$ cat src/rtl/flag_scan_controller.sv
// ============================================================================
// Module   : flag_scan_controller
// Purpose  : Handshaked iterator over a latched flag vector, LSB to MSB.
// Revision : 1.0
// ============================================================================
`default_nettype none

module flag_scan_controller #(
    parameter int WIDTH = 16,
    parameter int IDX_W = 4
) (
    input  logic             clock,
    input  logic             reset,
    input  logic             start,
    input  logic [WIDTH-1:0] flag_in,
    input  logic             resume,
    input  logic             stop,
    input  logic             abort,
    output logic             busy,
    output logic             hit,
    output logic             done,
    output logic             found,
    output logic [IDX_W-1:0] index,
    output logic [IDX_W:0]   hit_count
);

    localparam logic [IDX_W-1:0] c_last_idx = IDX_W'(WIDTH - 1);

    typedef enum logic [1:0] {
        S_IDLE = 2'd0,
        S_SCAN = 2'd1,
        S_HIT  = 2'd2,
        S_DONE = 2'd3
    } state_t;

    state_t             r_state,  w_state_nxt;
    logic [WIDTH-1:0]   r_shadow, w_shadow_nxt;
    logic [IDX_W-1:0]   r_ptr,    w_ptr_nxt;
    logic               r_found,  w_found_nxt;
    logic [IDX_W-1:0]   r_index,  w_index_nxt;
    logic [IDX_W:0]     r_count,  w_count_nxt;

    always_ff @(posedge clock) begin
        if (reset) begin
            r_state  <= S_IDLE;
            r_shadow <= '0;
            r_ptr    <= '0;
            r_found  <= 1'b0;
            r_index  <= '0;
            r_count  <= '0;
        end else begin
            r_state  <= w_state_nxt;
            r_shadow <= w_shadow_nxt;
            r_ptr    <= w_ptr_nxt;
            r_found  <= w_found_nxt;
            r_index  <= w_index_nxt;
            r_count  <= w_count_nxt;
        end
    end

    always_comb begin
        w_state_nxt  = r_state;
        w_shadow_nxt = r_shadow;
        w_ptr_nxt    = r_ptr;
        w_found_nxt  = r_found;
        w_index_nxt  = r_index;
        w_count_nxt  = r_count;

        // Abort leaves the result registers untouched so software can inspect them.
        if (abort && (r_state != S_IDLE)) begin
            w_state_nxt = S_IDLE;
        end else begin
            case (r_state)
                S_IDLE: begin
                    if (start) begin
                        w_shadow_nxt = flag_in;
                        w_ptr_nxt    = '0;
                        w_found_nxt  = 1'b0;
                        w_index_nxt  = '0;
                        w_count_nxt  = '0;
                        w_state_nxt  = S_SCAN;
                    end
                end
                S_SCAN: begin
                    if (r_shadow[r_ptr]) begin
                        w_index_nxt = r_ptr;
                        w_found_nxt = 1'b1;
                        w_count_nxt = r_count + (IDX_W+1)'(1);
                        w_state_nxt = S_HIT;
                    end else if (r_ptr == c_last_idx) begin
                        w_state_nxt = S_DONE;
                    end else begin
                        w_ptr_nxt = r_ptr + IDX_W'(1);
                    end
                end
                S_HIT: begin
                    if (stop) begin
                        w_state_nxt = S_DONE;
                    end else if (resume && (r_ptr == c_last_idx)) begin
                        w_state_nxt = S_DONE;
                    end else if (resume) begin
                        w_ptr_nxt   = r_ptr + IDX_W'(1);
                        w_state_nxt = S_SCAN;
                    end
                end
                S_DONE: begin
                    w_state_nxt = S_IDLE;
                end
                default: begin
                    w_state_nxt = S_IDLE;
                end
            endcase
        end
    end

    assign busy      = (r_state == S_SCAN) || (r_state == S_HIT);
    assign hit       = (r_state == S_HIT);
    assign done      = (r_state == S_DONE);
    assign found     = r_found;
    assign index     = r_index;
    assign hit_count = r_count;

endmodule

`default_nettype wire

$ cat config.mk
export PLATFORM = sky130hd
export DESIGN_NAME = flag_scan_controller
export DESIGN_NICKNAME = d
export VERILOG_FILES = /design/src/rtl/flag_scan_controller.sv
export SDC_FILE = /design/constraint.sdc
export NUM_CORES = 1
export LEC_CHECK = 0
export ABC_AREA = 1
export CAP_MARGIN = 20
export CORE_ASPECT_RATIO = 1.5
export CORE_MARGIN = 4
export CORE_UTILIZATION = 26
export CTS_BUF_LIST = sky130_fd_sc_hd__clkbuf_2 sky130_fd_sc_hd__clkbuf_4 sky130_fd_sc_hd__clkbuf_8
export DETAILED_ROUTE_END_ITERATION = 8
export PLACE_DENSITY = 0.47
export SYNTH_ARGS = -nofsm -noshare
export SYNTH_HDL_FRONTEND = slang
export SYNTH_SLANG_ARGS = --single-unit
$ cat constraint.sdc
create_clock -name clock -period 3.2 [get_ports clock]
set_input_delay 0.64 -clock clock [delete_from_list [all_inputs] [get_ports clock]]
set_output_delay 0.64 -clock clock [all_outputs]
set_load 0.02 [all_outputs]
==> qor.csv <==
stage,metric,value,unit
power,p_switching,758,uW
setup_path,cp_slowest_cell,clkdlybuf4s50_1,
sta,slew_violations,0,
setup_path,timing.critical_path.buf_inv,2,
routing,vias_per_cell,4.56,
clock_tree,path_clk_slew,0.07,ns
logic_synthesis,synth_edf_count,0,
sta,grt_setup_unrepaired,false,
sta,fmax,407,MHz
logic_synthesis,synthArstFlopShare,0,%
placed_design,place_inst,343,
routing,drt_iter0_drc,53,
grt,grt_pass1_vias,1476,
setup_path,required,2.56,ns
power,leakagePower,0.000918,uW
logic_synthesis,synth_area,1680,um2
power,intPower,1010,uW
power,combinationalPowerShare,46.4,%
setup_path,crit_arrival,1.82,ns
setup_path,r2r_slack,0.89,ns
setup_path,cp_max_fo,5,
grt,antenna_found_initial,0,
logic_synthesis,yosysSeqAreaShare,38.2,%
sta,maxSlewHeadroom,46.5,%
power,ir_drop,0.000273,V
logic_synthesis,synth_nets,272,
logic_synthesis,synth_ff_type,dfxtp_1,
clock_tree,clk_path_buf_depth,2,
final_layout,final_cells,351,
die,die_x,73.6,um
die,dieArea,7830,um2
logic_synthesis,netlist_instances,244,
final_layout,fillers,700,
final_layout,finalNetCount,304,
sta,fin_crit,2.46,ns
routing,drc,0,
clock_tree,cts_sinks,32,
final_layout,multi_input_area,867,um2
die,start_util,27.0,%
placed_design,pre_cts_ws,0.796,ns
sta,period_share,76.8,%
sta,setup_ws,0.743,ns
final_layout,area_growth,29.7,%
min_path,min_path_type,reg2reg,
routing,ant_nets,0,
placed_design,gp_congestion,0.732,
power,powerDensity,813,nW/um2
final_layout,drive_above_1_share,7.94,%
final_layout,diodes,0,
clock_tree,holdBufCountCts,0,
grt,grt_max_degree,30,
grt,grt_use_total,10.9,%
run,maxCapViolations,0,
setup_path,critPathCaptureType,output port,
clock_tree,cts_tree,built,
placed_design,numPortBuffers,34,
grt,grt_pass1_wl,6720,um
routing,drt-wirelength-per-cell,11.9,um
routing,drt-pass1-iter-count,4,
setup_path,start_kind,flip-flop,
final_layout,ff_latch_area,641,um2
clock_tree,cts_resized,0,
logic_synthesis,synth_cell_types,23,
die,placeableCoreArea,6220,um2
sta,hold_viol,0,
power,sw_frac_of_total,42.8,%
logic_synthesis,synth_seq_cells,32,
die,fp.dieH,106,um
die,rows,35,
setup_path,critPathMaxStageDelay,0.64,ns
routing,vias,1600,
setup_path,critPathKind,reg2out,
clock_tree,cts_setup_buffers,0,
sta,setup_viol,0,
clock_tree,cts_root_buf,clkbuf_8,
sta,skew,0.00715,ns
grt,globalRoute.totalOverflow,0,
power,seqPwrFrac,31.3,%
routing,wirelength,4170,um
logic_synthesis,yosys_warnings,0,
setup_path,cp_top_family,buffers and inverters,
sta,finalSetupTns,0,ns
clock_tree,numCtsBuffers,5,
final_layout,layout.cells.most_common_list,"nand2_1, clkdlybuf4s50_1, dfxtp_1",
placed_design,dp_hpwl,3090,um
sta,tightest_slew,0.801,ns
clock_tree,ctsHtreeMaxLevel,2,
die,io_pins,35,
clock_tree,clkLatencyLatePin,0.28,ns
setup_path,crit_chain,"inv_1, ha_1, clkdlybuf4s50_1",
logic_synthesis,avgSynthCellArea,6.88,um2
outcome,outcome,completed,
power,p_clk_share,22.3,%
final_layout,layout_commonest_cell,nand2_1,
-- metal layers --
| metal | vias to the layer above | share of wire [%] | GRT usage, % |
|---|---|---|---|
| met1 | 709 | 42 | 11.8 |
| met3 | 4 | 3.8 | 2.55 |
| met5 | - | 0 | 0 |
| li1 | 859 | - | - |
| met2 | 28 | 52 | 19.7 |
| met4 | 0 | 1.7 | 4.66 |
-- through the flow --
| step | hold slack [ns] | utilization, % | power, uW | instance area, um2 |
|---|---|---|---|---|
| 6_report | 0.453 | 35.0 | 1770 | 2180 |
| 2_1_floorplan | 0.429 | - | 1200 | 1680 |
| 3_3_place_gp | 0.443 | 33.2 | 1390 | 2070 |
| 4_1_cts | 0.458 | 35.0 | 1800 | 2180 |
| 5_1_grt | 0.486 | 35.0 | 1920 | 2180 |
| 3_5_place_dp | 0.447 | 33.2 | 1400 | 2070 |
-- power by group through the flow --
| stage | Sequential (uW) | Clock, uW | Combinational (uW) |
|---|---|---|---|
| 2_1_floorplan | 543 | 0 | 661 |
| 3_3_place_gp | 565 | 0 | 828 |
| 3_5_place_dp | 566 | 0 | 832 |
| 4_1_cts | 557 | 407 | 837 |
| 5_1_grt | 567 | 421 | 935 |
| 6_report | 555 | 395 | 821 |
-- registers in the layout (all words and copies together) (netlist names) --
signal and cells:
found 1, hit_count 5, index 4, r_ptr 4, r_shadow 16, r_state 2
-- synthesized netlist by cell type (2+ instances only) --
cell type,number,area [um2]
clkbuf_1,7,26.3
nand2_1,53,199
a21oi_1,26,130
ha_1,6,75.1
xnor2_1,2,17.5
dfxtp_1,32,641
inv_2,3,11.3
inv_1,25,93.8
buf_6,2,22.5
nand2_2,5,31.3
o21ai_0,21,105
nand4_1,14,87.6
nand3_1,14,70.1
nor2_1,25,93.8
-- layout make-up --
| class | count | area share [%] |
|---|---|---|
| tap | 74 | 4.25 |
| sequential | 32 | 29.4 |
| timing repair buffer | 36 | 16.3 |
| multi-input combinational | 172 | 39.8 |
| inverter | 29 | 5.06 |
| clock buffer | 6 | 3.51 |
| clock inverter | 2 | 1.61 |
-- cells by family (layout without fill, tap and decap cells) --
group / Yosys count / count (layout) / synth area share, %
xor+xnor: 3 / 3 / 1.57
buf+inv: 40 / 73 / 10.2
fa+ha+maj: 6 / 6 / 4.47
simple gates: 113 / 113 / 30.3
flops: 32 / 32 / 38.2
compound gates: 50 / 50 / 15.3
-- worst min-delay path, delay by kind of cell (launching register included) --
family | cells | cell delay, ns
DFF | 1 | 0.30
buffers and inverters | 1 | 0.06
AOI/OAI and AO/OA | 1 | 0.05
-- worst paths after layout --
kind,from,endpoint,cells past startpoint
max,r_state[1],busy,3
max reg2reg,r_state[1],hit_count[1],7
min,r_shadow[9],r_shadow[9],2
min reg2reg,r_shadow[9],r_shadow[9],2
(Power assumes the default switching activity.)
